--- config.mk ---
export PLATFORM = sky130hd
export DESIGN_NAME = button_reader
export DESIGN_NICKNAME = d
export VERILOG_FILES = /design/src/rtl/button_reader.sv
export SDC_FILE = /design/constraint.sdc
export NUM_CORES = 1
export LEC_CHECK = 0
export BUFFER_PORTS_ARGS = -buffer_cell sky130_fd_sc_hd__buf_2
export CAP_MARGIN = 30
export CORE_MARGIN = 4
export CORE_UTILIZATION = 52
export CTS_CLUSTER_DIAMETER = 200
export CTS_CLUSTER_SIZE = 12
export DETAILED_ROUTE_END_ITERATION = 10
export GPL_TIMING_DRIVEN = 0
export PLACE_DENSITY = 0.74
export SYNTH_ARGS = -nofsm -noshare
export SYNTH_HDL_FRONTEND = slang
export SYNTH_SLANG_ARGS = --single-unit
--- constraint.sdc ---
create_clock -name CLK -period 1.97 [get_ports CLK]
set_clock_uncertainty 0.05 [all_clocks]
set_input_delay 0.0985 -clock CLK [delete_from_list [all_inputs] [get_ports CLK]]
set_output_delay 0.0985 -clock CLK [all_outputs]
set_load 0.005 [all_outputs]
--- src/rtl/button_reader.sv ---
// Debounced push-button reader: 2-flop synchroniser, press/release FSM,
// strobes and wrapping press counter. Optional long press: BUTTON_LONG_PRESS_EN.
module button_reader #(
    parameter int DEBOUNCE_CYCLES = 120000,
    parameter int LONG_CYCLES     = 12000000,
    parameter int CNT_W           = 8,
    parameter int ACTIVE_LOW      = 1
) (
    input  logic             CLK,
    input  logic             RST_N,
    input  logic             BTN,
    output logic             PRESSED,
    output logic             PRESS,
    output logic             RELEASE,
    output logic             LONG,
    output logic [CNT_W-1:0] COUNT
);

    localparam int DW = $clog2(DEBOUNCE_CYCLES);
    localparam logic IDLE_LVL = (ACTIVE_LOW != 0);
    localparam logic [DW-1:0] DLAST = DW'(DEBOUNCE_CYCLES - 1);

    typedef enum logic [1:0] {
        RELEASED,
        ARM_PRESS,
        HELD,
        ARM_RELEASE
    } state_t;

    logic             sync1_q;
    logic             sync2_q;
    logic             act;
    state_t           state_q;
    state_t           state_d;
    logic [DW-1:0]    dcnt_q;
    logic [DW-1:0]    dcnt_d;
    logic             pressed_d;
    logic             press_d;
    logic             release_d;
    logic [CNT_W-1:0] count_d;

    // Two-flop synchroniser, reset to the idle pin level
    always_ff @(posedge CLK) begin
        if (!RST_N) begin
            sync1_q <= IDLE_LVL;
            sync2_q <= IDLE_LVL;
        end else begin
            sync1_q <= BTN;
            sync2_q <= sync1_q;
        end
    end

    assign act = sync2_q ^ IDLE_LVL;

    // State, debounce counter and registered outputs
    always_ff @(posedge CLK) begin
        if (!RST_N) begin
            state_q <= RELEASED;
            dcnt_q  <= '0;
            PRESSED <= 1'b0;
            PRESS   <= 1'b0;
            RELEASE <= 1'b0;
            COUNT   <= '0;
        end else begin
            state_q <= state_d;
            dcnt_q  <= dcnt_d;
            PRESSED <= pressed_d;
            PRESS   <= press_d;
            RELEASE <= release_d;
            COUNT   <= count_d;
        end
    end

    // Next-state logic: every reversal of act restarts acceptance
    always_comb begin
        state_d   = state_q;
        dcnt_d    = dcnt_q;
        pressed_d = PRESSED;
        press_d   = 1'b0;
        release_d = 1'b0;
        count_d   = COUNT;
        unique case (state_q)
            RELEASED: begin
                if (act) begin
                    state_d = ARM_PRESS;
                    dcnt_d  = '0;
                end
            end
            ARM_PRESS: begin
                if (!act) begin
                    state_d = RELEASED;
                end else if (dcnt_q == DLAST) begin
                    state_d   = HELD;
                    pressed_d = 1'b1;
                    press_d   = 1'b1;
                    count_d   = COUNT + CNT_W'(1);
                end else begin
                    dcnt_d = dcnt_q + DW'(1);
                end
            end
            HELD: begin
                if (!act) begin
                    state_d = ARM_RELEASE;
                    dcnt_d  = '0;
                end
            end
            ARM_RELEASE: begin
                if (act) begin
                    state_d = HELD;
                end else if (dcnt_q == DLAST) begin
                    state_d   = RELEASED;
                    pressed_d = 1'b0;
                    release_d = 1'b1;
                end else begin
                    dcnt_d = dcnt_q + DW'(1);
                end
            end
            default: begin
                state_d = RELEASED;
            end
        endcase
    end

`ifdef BUTTON_LONG_PRESS_EN
    localparam int HW = $clog2(LONG_CYCLES);
    localparam logic [HW-1:0] HLAST = HW'(LONG_CYCLES - 1);

    logic          enter_held;
    logic [HW-1:0] hcnt_q;
    logic          ldone_q;

    assign enter_held = (state_q == ARM_PRESS) && (state_d == HELD);

    // Hold timer: runs in HELD, frozen while arming a release, one LONG per press
    always_ff @(posedge CLK) begin
        if (!RST_N) begin
            hcnt_q  <= '0;
            ldone_q <= 1'b0;
            LONG    <= 1'b0;
        end else if (enter_held) begin
            hcnt_q  <= '0;
            ldone_q <= 1'b0;
            LONG    <= 1'b0;
        end else if (state_q == HELD) begin
            LONG <= 1'b0;
            if (hcnt_q == HLAST) begin
                if (!ldone_q) begin
                    LONG    <= 1'b1;
                    ldone_q <= 1'b1;
                end
            end else begin
                hcnt_q <= hcnt_q + HW'(1);
            end
        end else begin
            LONG <= 1'b0;
        end
    end
`else
    assign LONG = 1'b0;
`endif

endmodule

### After elaboration in Yosys (flattened, before gate mapping)

Index checks and enable logic that the tools add are counted.

* flip-flop bits (word level): 32
* output and inout bits: 12
* input port bits: 3
* logic and storage cells: 52

* reduce and logical (&&, ||, !) cells: 8
* mux-type cells: 19
* $add $sub $neg: 2
* bitwise operators: 3
* eq/ne operators: 12

Operator list (count)
* 2-to-1 mux 17 bit: 5
* one-hot mux 17 bit (4 select lines): 1
* adder 17 x 1 -> 17 bit, second input constant: 1
* equality test 17 bit, second input constant: 1
* 2-to-1 mux 2 bit: 6
* != test 2 bit, second input constant: 6
* adder 8 x 1 -> 8 bit, second input constant: 1
* one-hot mux 2 bit (4 select lines): 1
* AND reduction 4 bit: 2
* != test 3 bit, second input constant: 2
* AND reduction 3 bit: 2
* 2-to-1 mux 1 bit: 5
* AND reduction 5 bit: 1
* equality test 2 bit, second input constant: 2
* inverter 1 bit: 3
* OR reduction 3 bit: 1
* equality test 2 x 1 -> 1 bit, second input constant: 1
* logical NOT 2 bit: 1
* one-hot mux 1 bit (2 select lines): 1
* nonzero test 2 bit: 1

### Logic depth before layout (Yosys ltp)

Gate-level depths: netlist of run 1.

* depth after elaboration: 4
* depth in mapped cells: 6
* depth with buffers taken out: 5

### Worst setup path before layout of run 1

Ideal clock, no wire load.

* kind: reg2reg
* start point: reg dcnt_q[13]
* end point: reg COUNT[2]
* path buffers: 1
* arrival: 2.029 ns
* library setup time: 0.070 ns
* required time: 1.850 ns
* clock period less this slack: 2.150 ns
* path slack: -0.180 ns
* stages on the path, launching flop included: 6
* path through: dfxtp_1 or4b_1 or4_1 buf_2 or4_1 a21oi_1

* longest elaborated chain between the ends: 2

RTL lines
* start: declaration: RTL line 35 `logic [DW-1:0] dcnt_q;`
* start signal: assignment: RTL line 66 `dcnt_q <= dcnt_d;`
* equality test 17 bit: RTL line 92 `end else if (dcnt_q == DLAST) begin`
* AND reduction 3 bit (no line)
* end signal: assignment: RTL line 70 `COUNT <= count_d;`
* end: declaration: RTL line 16 `output logic [CNT_W-1:0] COUNT`

Every way passes these cells.
A chain may end at the register's enable or synchronous reset.

### Worst setup path after layout of run 1

* start point: reg dcnt_q[13]
* end point: reg COUNT[3]

Same word-level chain as after synthesis.

==> run metrics, run 1 <==
worst path bufs/invs 1; GP Congestion 0.799; Critical Path RT 2.21 ns; EDFF count, synth 0; top-level I/O count 15; Fin Hold WS 0.0965 ns; Slew HR 50.3%; Longest Clk Path Bufs 2; arrival time worst endpoint 2.35 ns; Routed WL 4.36 mm; Die Footprint 0.00402 sq mm; Peak VDD IR 496 uV; Synth Area in Adders 1.57%; main combinational cell family by area after synthesis simple AND/OR/NAND/NOR gates; number of fill cells in the layout 205; vias in the first global route 1,478; CP Capture Type flip-flop; clk root buf clkbuf_4; Synth area leaders dfxtp_1, a21oi_1, nand2_1, nand2b_1, nand4_1; Die W 63.4 microns; PnR worst setup slack -0.139 ns; XOR/XNOR Fraction of Synth Area 2.74%; hold path endpoint dcnt_q[6]$_SDFFE_PN0P_; post-synthesis simple-gate area fraction 31.9%; register area 656 sq um; Hold Startpoint RST_N; Worst Tran Pin Value 0.745 ns; WS Path Type reg2reg; Post-Syn Area per Cell 8.59 sq um; CP Cell Sequence or4b_4, or4_4, clkbuf_16, or3_4, a21oi_2; biggest area consumer among synthesized cells dfxtp_1; Core Box Area 0.00285 sq mm; Synth top area share 40.1%; Pins Over Slew Limit 0; final setup fails 7; initial drt markers 102; asr flop ratio synth 0%; complex-gate fraction of the synthesized area 16.5%; final net count 221; row count 19; Residual DRC 0; Vias/cell 6.56; Post-Syn Area 0.00160 sq mm; CP Launch Type flip-flop; syn_nets 191; Worst Hold Depth 3; Clock Sink Count 32; H-tree Lvls 2; uppermost layer routed met4; LEAKAGE 0.764 nW; Starting Density 56.0%; CTS tree done; sequential share of the synthesized area 40.1%; total gr overflow 0; status complete, but fails checks; period utilization 107%; Mapped Cells 186; Hold WC Path Type in2reg; Multi-input gate area 0.00112 sq mm; Routed Antenna Nets 0; most common cell after layout, fill and taps aside dfxtp_1; Distinct cells, synth 43; Max-Cap Viols 0; Via Count 1,626; ratio of cells with drive above 1 in the final layout 34.1%; Hold Violations, Final 0; most used flip-flop cell after synthesis dfxtp_1; final setup TNS -0.571 ns; maximum clock frequency 0.474 GHz; r2r endpoint COUNT[3]$_SDFFE_PN0P_; hpwl dp 2.63 mm; Final Util 73.6%; post-synthesis register bit count 32; met3 wire length 259 microns; CP Max Fanout 5; CP max-delay cell or4b_4; DRT Pass-1 Iters 4; first-pass GRT wire length 7.09 mm; family with the most delay on the worst path simple AND/OR/NAND/NOR gates; CTS buffer count 5; failing checks negative setup slack; post-route total power 1.12 mW; GRT Util Overall 22.2%; setup slack, reg-to-reg -0.14 ns; worst r2r src dcnt_q[13]$_SDFFE_PN0P_; largest net degree at the start of global routing 11; WL/cell 17.6 microns; metal2 WL 2.09 mm; commonest cells after routing, fill and taps aside dfxtp_1, nand2_1, buf_2; synth warn 0; Reg2Reg Depth 5; RSZ-0062 raised after global routing yes; met1 WL 1.92 mm; Clock Pin Slew Worst Setup and Hold Paths 0.10 ns; worst stage delay on the critical path 0.53 ns; Inserted Diodes 0; die height 63.4 microns; worst slack, placed -0.335 ns; initial antenna violation count 0; CP Depth 5; power per cell area 532 mW/mm^2; Area Overhead vs Synth 31.5%; Tmin final 2.11 ns; multiplexer share of the synthesized area 3.76%; clk_lat worst skew 0.34 ns; quantity of I/O buffers inserted on ports 13
## cells by family after synthesis
family | after synthesis
buffers and inverters | 12
AO/OA/AOI/OAI | 41
adder cells (fa/ha/maj) | 2
flip-flops | 32
XOR/XNOR | 5
other | 1
multiplexers | 6
AND/OR/NAND/NOR | 87
## state kept, by name, indices dropped and copies added (netlist names), named ones only
signal,count
sync2_q,1
PRESS,1
sync1_q,1
PRESSED,1
state_q,1
dcnt_q,17
COUNT,8
RELEASE,1
## cell type report
cell class	count	area share [%]
tap	31	1.85
timing repair buffer	26	7.86
clock buffer	8	2.80
multi-input combinational	142	53.1
inverter	3	0.536
buffer	6	2.62
sequential	32	31.2
## stage by stage
stage / std cells / instance area, sq um
2_1_floorplan: 186 / 1610
3_3_place_gp: 230 / 1710
3_5_place_dp: 230 / 1710
4_1_cts: 245 / 2020
5_1_grt: 248 / 2100
6_report: 248 / 2100
## tightest hold or removal path: stages
cell     delay (ns)
buf_2          0.12
o21ai_2        0.18
a21oi_1        0.06
## repair_timing
| item | 4_1_cts | 5_1_grt |
|---|---|---|
| pin swaps | 5 | 5 |
| hold endpoints to repair | 1 | 0 |
| hold buffers | 1 | 0 |
| setup buffers | 6 | 5 |
| endpoints found under the setup margin | 23 | 23 |
| resized for setup | 33 | 16 |
| cloned | 1 | 0 |
## Yosys cell counts (all sizes together), types with 2 or more instances
cell,instances
a21oi,14
and2,3
and3,6
and4,2
buf,4
clkbuf,5
dfxtp,32
ha,2
inv,3
mux2i,6
nand2,17
nand2b,10
nand3,10
nand4,10
nand4b,2
nor2,4
nor3,3
nor4,4
o211ai,3
o21ai,9
o311ai,5
o31ai,2
o41ai,4
or3,4
or4,6
or4b,2
xnor2,3
xor2,2
## layer usage
metal / up-vias / global-route usage, %
met5: - / 0
met4: 0 / 8.36
met3: 11 / 7.82
met2: 51 / 35.6
met1: 794 / 27.3
li1: 770 / -
## how the worst max path moves through the flow
stage	end	start	slack, ns
floorplan	COUNT[2]$_SDFFE_PN0P_	dcnt_q[9]$_SDFFE_PN0P_	-0.09
global placement	dcnt_q[13]$_SDFFE_PN0P_	sync2_q$_SDFF_PN1_	-0.26
detailed placement	dcnt_q[13]$_SDFFE_PN0P_	flip-flop	-0.34
CTS	COUNT[2]$_SDFFE_PN0P_	dcnt_q[9]$_SDFFE_PN0P_	-0.19
global route	COUNT[3]$_SDFFE_PN0P_	dcnt_q[11]$_SDFFE_PN0P_	-0.18
finish	COUNT[3]$_SDFFE_PN0P_	dcnt_q[13]$_SDFFE_PN0P_	-0.14
## report_power, final
group | switching (mW) | internal, mW | total (mW) | leakage, nW
logic | 0.0361 | 0.0211 | 0.0571 | 0.468
clock network | 0.228 | 0.176 | 0.404 | 0.0326
registers | 0.00671 | 0.651 | 0.657 | 0.263
total | 0.271 | 0.848 | 1.12 | 0.764
Note: power is estimated with default switching activity, not from simulation.
==> run 2: changes to the inputs <==
--- a/config.mk
+++ b/config.mk
@@ -14,6 +14,7 @@
 export DETAILED_ROUTE_END_ITERATION = 10
 export GPL_TIMING_DRIVEN = 0
 export PLACE_DENSITY = 0.74
+export SETUP_SLACK_MARGIN = 0.02
 export SYNTH_ARGS = -nofsm -noshare
 export SYNTH_HDL_FRONTEND = slang
 export SYNTH_SLANG_ARGS = --single-unit
==> run 2 against run 1 <==
- the run still ends with negative setup slack left
- non-clock buffer count shrank 6
- highest routed layer unchanged
- first-iteration DRC count shrank 21%
- core utilization shrank 4.6 points
==> run metrics, run 2 (synthesis gave the netlist of run 1 again) <==
Peak VDD IR 488 uV (was 496 uV); Residual DRC 0 (unchanged); Reg2Reg Depth 5 (unchanged); family with the most delay on the worst path simple AND/OR/NAND/NOR gates (unchanged); largest net degree at the start of global routing 11 (unchanged); clk root buf clkbuf_4 (unchanged); CTS buffer count 5 (unchanged); Vias/cell 6.42 (was 6.56); worst stage delay on the critical path 0.54 ns (was 0.53 ns); PnR worst setup slack -0.112 ns (was -0.139 ns); commonest cells after routing, fill and taps aside dfxtp_1, nand2_1, buf_2 (unchanged); arrival time worst endpoint 2.31 ns (was 2.35 ns); Via Count 1,559 (was 1,626); WS Path Type reg2reg (unchanged); first-pass GRT wire length 6.10 mm (was 7.09 mm); Clk network pwr share 35.6% (was 36.1%); clk_lat worst skew 0.34 ns (about the same); GP Congestion 0.829 (was 0.799); worst path bufs/invs 1 (unchanged); final net count 216 (was 221); quantity of I/O buffers inserted on ports 13 (unchanged); top-level I/O count 15 (unchanged); Worst Hold Depth 4 (was 3); Final Util 69.1% (was 73.6%); met1 WL 1.77 mm (was 1.92 mm); power per cell area 558 mW/mm^2 (was 532 mW/mm^2); row count 19 (unchanged); Comb power frac 4.7% (was 5.1%); GRT Util Overall 19.2% (was 22.2%); Biggest register dcnt_q (unchanged); Clock Sink Count 32 (unchanged); r2r endpoint COUNT[0]$_SDFFE_PN0P_ (was COUNT[3]$_SDFFE_PN0P_); Starting Density 56.0% (unchanged); DRT Pass-1 Iters 4 (unchanged); Critical Path RT 2.20 ns (was 2.21 ns); uppermost layer routed met4 (unchanged); CP Launch Type flip-flop (unchanged); worst r2r src dcnt_q[9]$_SDFFE_PN0P_ (was dcnt_q[13]$_SDFFE_PN0P_); Hold WC Path Type in2reg (unchanged); vias in the first global route 1,343 (was 1,478); total gr overflow 0 (unchanged); period utilization 106% (was 107%); LEAKAGE 0.696 nW (was 0.764 nW); met3 wire length 248 microns (was 259 microns); H-tree Lvls 2 (unchanged); Die Footprint 0.00402 sq mm (unchanged); final setup fails 5 (was 7); failing checks negative setup slack (unchanged); Worst Tran Pin Value 0.669 ns (was 0.745 ns); CTS tree done (unchanged); status complete, but fails checks (unchanged); Hold Violations, Final 0 (unchanged); Net Sw Frac 23.1% (was 24.2%); Die W 63.4 microns (unchanged); most common cell after layout, fill and taps aside dfxtp_1 (unchanged); Core Box Area 0.00285 sq mm (unchanged); ratio of cells with drive above 1 in the final layout 30.2% (was 34.1%); metal2 WL 1.90 mm (was 2.09 mm); Routed WL 4.02 mm (was 4.36 mm); Pins Over Slew Limit 0 (unchanged); Area Overhead vs Synth 23.3% (was 31.5%); Clock Pin Slew Worst Setup and Hold Paths 0.10 ns (about the same); CP max-delay cell or4b_4 (unchanged); sequential group share of total power 59.7% (was 58.8%); initial drt markers 81 (was 102); setup slack, reg-to-reg -0.11 ns (was -0.14 ns); # placed instances 230 (unchanged); hpwl dp 2.62 mm (was 2.63 mm); Hold Startpoint RST_N (unchanged); Psw 0.254 mW (was 0.271 mW); fin cells 243 (was 248); Slew HR 55.0% (was 50.3%); Routed Antenna Nets 0 (unchanged); hold path endpoint dcnt_q[3]$_SDFFE_PN0P_ (was dcnt_q[6]$_SDFFE_PN0P_); Inserted Diodes 0 (unchanged); CP Cell Sequence or4b_4, or4_4, buf_4, or3_4, a21oi_2 (was or4b_4, or4_4, clkbuf_16, or3_4, a21oi_2); WL/cell 16.5 microns (was 17.6 microns); Longest Clk Path Bufs 2 (unchanged); maximum clock frequency 0.480 GHz (was 0.474 GHz); CP Max Fanout 3 (was 5); initial antenna violation count 0 (unchanged); Max-Cap Viols 0 (unchanged); die height 63.4 microns (unchanged); RSZ-0062 raised after global routing yes (unchanged); number of flip-flops in the largest register 17 (unchanged); CP Capture Type flip-flop (unchanged); cell-internal power 0.845 mW (was 0.848 mW); Top Registers dcnt_q (17), COUNT (8) (unchanged); Tmin final 2.08 ns (was 2.11 ns)
==> run 2: cell count changes in the layout (fill, tap and decap cells not counted), moves of 2 or more <==
| cell | change |
|---|---|
| o21ai_1 | +2 |
| buf_4 | -4 |
| o41ai_2 | -3 |
| o311ai_4 | -3 |
| o311ai_2 | +3 |
| o41ai_1 | +3 |
==> run 2: worst max path at each step <==
stage,end,startpoint,cells after the start
after global routing,COUNT[3]$_SDFFE_PN0P_,dcnt_q[7]$_SDFFE_PN0P_,5
after floorplan,COUNT[2]$_SDFFE_PN0P_,dcnt_q[9]$_SDFFE_PN0P_,5
after detailed placement,dcnt_q[13]$_SDFFE_PN0P_,flip-flop,4
after global placement,dcnt_q[13]$_SDFFE_PN0P_,sync2_q$_SDFF_PN1_,4
final,COUNT[0]$_SDFFE_PN0P_,dcnt_q[9]$_SDFFE_PN0P_,5
after CTS,COUNT[2]$_SDFFE_PN0P_,dcnt_q[9]$_SDFFE_PN0P_,5
==> run 2: stage by stage <==
stage	setup slack (ns)	cell area, sq um	TNS [ns]	power [mW]	hold slack [ns]
after floorplan	-0.0875	1620	-0.172	0.704	0.150
after global placement	-0.289	1720	-2.05	0.717	0.235
after detailed placement	-0.344	1720	-3.15	0.719	0.236
after CTS	-0.214	1870	-0.811	1.11	0.107
after global routing	-0.137	1970	-0.730	1.16	0.126
final	-0.112	1970	-0.328	1.10	0.110
==> run 2: power by group through the flow <==
stage,clock (mW),combinational [mW],sequential (mW)
floorplan,0,0.0342,0.670
CTS,0.404,0.0514,0.657
detailed placement,0,0.0483,0.671
global placement,0,0.0467,0.671
global route,0.442,0.0563,0.658
finish,0.392,0.0511,0.656
==> run 2: layer usage <==
metal,vias to the layer above,global-route usage [%]
met5,-,0
met4,0,7.82
met3,10,6.75
met2,43,30.4
met1,744,23.8
li1,762,-
==> run 2: worst register-to-register path: stages, from the launching register on <==
cell     delay, ns
dfxtp_2       0.34
or4b_4        0.54
or4_4         0.45
buf_4         0.16
or3_4         0.36
a21oi_2       0.13
==> run 2: timing repair <==
item,in CTS,in global routing
pin swaps,2,1
resized for setup,19,20
cloned,0,1
hold buffers,1,0
endpoints found under the hold margin,1,0
setup endpoints to repair,23,20
buffers inserted,4,4
==> run 2: final cells by class <==
type | count | area, sq um
Multi-Input combinational cell | 143 | 1050
Fill cell | 236 | 882
Sequential cell | 32 | 656
Timing Repair Buffer | 21 | 128
Clock buffer | 8 | 58.8
Tap cell | 31 | 38.8
Buffer | 5 | 30.0
Inverter | 3 | 11.3
==> run 3: changes to the inputs <==
--- a/config.mk
+++ b/config.mk
@@ -8,13 +8,12 @@
 export BUFFER_PORTS_ARGS = -buffer_cell sky130_fd_sc_hd__buf_2
 export CAP_MARGIN = 30
 export CORE_MARGIN = 4
-export CORE_UTILIZATION = 52
+export CORE_UTILIZATION = 60
 export CTS_CLUSTER_DIAMETER = 200
 export CTS_CLUSTER_SIZE = 12
 export DETAILED_ROUTE_END_ITERATION = 10
 export GPL_TIMING_DRIVEN = 0
-export PLACE_DENSITY = 0.74
-export SETUP_SLACK_MARGIN = 0.02
+export PLACE_DENSITY = 0.81
 export SYNTH_ARGS = -nofsm -noshare
 export SYNTH_HDL_FRONTEND = slang
 export SYNTH_SLANG_ARGS = --single-unit
==> constraint.sdc (replaced) <==
create_clock -name CLK -period 2.4 [get_ports CLK]
set_clock_uncertainty 0.05 [all_clocks]
set_input_delay 0.12 -clock CLK [delete_from_list [all_inputs] [get_ports CLK]]
set_output_delay 0.12 -clock CLK [all_outputs]
set_load 0.005 [all_outputs]
==> run 3 against run 2 <==
- the run now ends clean
- core utilization grew 2.3 points
- first-iteration DRC count shrank 4.9%
- hold slack gained 0.068 ns
- clock-buffer cell count is the same
- cell count shrank 2.5%
- non-clock buffer count shrank 4
- highest routed layer unchanged
==> run metrics, run 3 (synthesis gave the netlist of run 1 again) <==
# placed instances 229 (was 230); Die Footprint 0.00355 sq mm (was 0.00402 sq mm); status finished clean (was complete, but fails checks); CP Launch Type flip-flop (unchanged); quantity of I/O buffers inserted on ports 13 (unchanged); row count 18 (was 19); final setup fails 0 (was 5); ratio of cells with drive above 1 in the final layout 15.5% (was 30.2%); worst slack, placed 0.0895 ns (was -0.344 ns); total gr overflow 0 (unchanged); hpwl dp 2.62 mm (about the same); Inserted Diodes 0 (unchanged); Psw 0.207 mW (was 0.254 mW); CTS tree done (unchanged); Clock Pin Slew Worst Setup and Hold Paths 0.10 ns (about the same); power per cell area 505 mW/mm^2 (was 558 mW/mm^2); sequential group share of total power 59.7% (about the same); Pins Over Slew Limit 0 (unchanged); vias in the first global route 1,395 (was 1,343); Max-Cap Viols 0 (unchanged); cell-internal power 0.694 mW (was 0.845 mW); PnR worst setup slack 0.0583 ns (was -0.112 ns); Hold Violations, Final 0 (unchanged); initial drt markers 77 (was 81); Hold WC Path Type in2reg (unchanged); CP Max Fanout 7 (was 3); Via Count 1,533 (was 1,559); Clk network pwr share 35.7% (was 35.6%); Vias/cell 6.47 (was 6.42); maximum clock frequency 0.427 GHz (was 0.480 GHz); clk_lat worst skew 0.33 ns (was 0.34 ns); GP Congestion 0.852 (was 0.829); Residual DRC 0 (unchanged); DRT Pass-1 Iters 4 (unchanged); CP Capture Type flip-flop (unchanged); Critical Path RT 2.62 ns (was 2.20 ns); WS Path Type reg2reg (unchanged); CTS buffer count 5 (unchanged); Worst Tran Pin Value 0.687 ns (was 0.669 ns); Tmin final 2.34 ns (was 2.08 ns); Routed WL 3.74 mm (was 4.02 mm); Peak VDD IR 483 uV (was 488 uV); Die W 59.6 microns (was 63.4 microns); final net count 211 (was 216); number of flip-flops in the largest register 17 (unchanged); first-pass GRT wire length 6.33 mm (was 6.10 mm); H-tree Lvls 2 (unchanged); GRT Util Overall 23.2% (was 19.2%); arrival time worst endpoint 2.56 ns (was 2.31 ns); Longest Clk Path Bufs 2 (unchanged); period utilization 97.6% (was 106%); commonest cells after routing, fill and taps aside dfxtp_1, nand2_1, buf_2 (unchanged); Clock Sink Count 32 (unchanged); Area Overhead vs Synth 11.7% (was 23.3%); die height 59.6 microns (was 63.4 microns); initial antenna violation count 0 (unchanged); Core Box Area 0.00250 sq mm (was 0.00285 sq mm); Biggest register dcnt_q (unchanged); Slew HR 53.8% (was 55.0%); WL/cell 15.8 microns (was 16.5 microns); Net Sw Frac 23.0% (was 23.1%); Starting Density 63.9% (was 56.0%); LEAKAGE 0.624 nW (was 0.696 nW); Top Registers dcnt_q (17), COUNT (8) (unchanged); top-level I/O count 15 (unchanged); most common cell after layout, fill and taps aside dfxtp_1 (unchanged); clk root buf clkbuf_4 (unchanged); Routed Antenna Nets 0 (unchanged); Comb power frac 4.6% (was 4.7%); largest net degree at the start of global routing 11 (unchanged); fin cells 237 (was 243); number of fill cells in the layout 225 (was 236)
run 3: metrics by stage:
| stage | TNS, ns | util (%) | hold slack, ns | instance area [sq um] | total power [mW] |
|---|---|---|---|---|---|
| 2_1_floorplan | 0 | - | 0.171 | 1600 | 0.578 |
| 3_3_place_gp | 0 | 68.0 | 0.250 | 1700 | 0.589 |
| 3_5_place_dp | 0 | 68.0 | 0.256 | 1700 | 0.590 |
| 4_1_cts | 0 | 70.8 | 0.160 | 1770 | 0.903 |
| 5_1_grt | -0.0120 | 71.4 | 0.205 | 1790 | 0.931 |
| 6_report | 0 | 71.4 | 0.179 | 1790 | 0.901 |
run 3: layout make-up:
type | count | area (sq um) | share of cell area [%]
multi-input cells | 142 | 923 | 51.7
flip-flops and latches | 32 | 643 | 36.0
inverters | 3 | 11.3 | 0.631
clock buffers | 8 | 58.8 | 3.29
plain buffers | 8 | 36.3 | 2.03
well taps | 30 | 37.5 | 2.10
repair buffers | 14 | 75.1 | 4.20
run 3: power by group through the flow:
stage	Sequential, mW	Clock, mW	Combinational [mW]
2_1_floorplan	0.550	0	0.0279
3_3_place_gp	0.550	0	0.0384
3_5_place_dp	0.550	0	0.0397
4_1_cts	0.538	0.324	0.0411
5_1_grt	0.539	0.346	0.0464
6_report	0.538	0.321	0.0418
run 3: repair_timing:
| item | CTS | global route |
|---|---|---|
| endpoints found under the hold margin | 1 | 0 |
| setup endpoints to repair | 0 | 11 |
| hold buffers | 1 | 0 |
| buffers inserted | 0 | 0 |
| gates resized for setup | 0 | 8 |
run 3: worst max-delay path: stages (launching register included):
cell	delay, ns
dfxtp_2	0.36
or4b_1	0.58
or4_4	0.50
buf_2	0.17
or4_1	0.48
a21oi_1	0.14
run 3: final timing paths:
path                       endpoint  slack [ns]  cells past startpoint                     from
max           COUNT[2]$_SDFFE_PN0P_        0.06                      5  dcnt_q[13]$_SDFFE_PN0P_
min          dcnt_q[0]$_SDFFE_PN0P_        0.18                      4                    RST_N
max reg2reg   COUNT[2]$_SDFFE_PN0P_        0.06                      5  dcnt_q[13]$_SDFFE_PN0P_
min reg2reg      sync2_q$_SDFF_PN1_        0.37                      1       sync1_q$_SDFF_PN1_
run 3: routing by layer:
metal  wire length, microns  up-vias  GRT usage, %
li1                       -      746             -
met1                   1790      747          31.9
met2                   1780       37          36.0
met3                    141        3          4.14
met4                     35        0          9.18
met5                      0        -             0
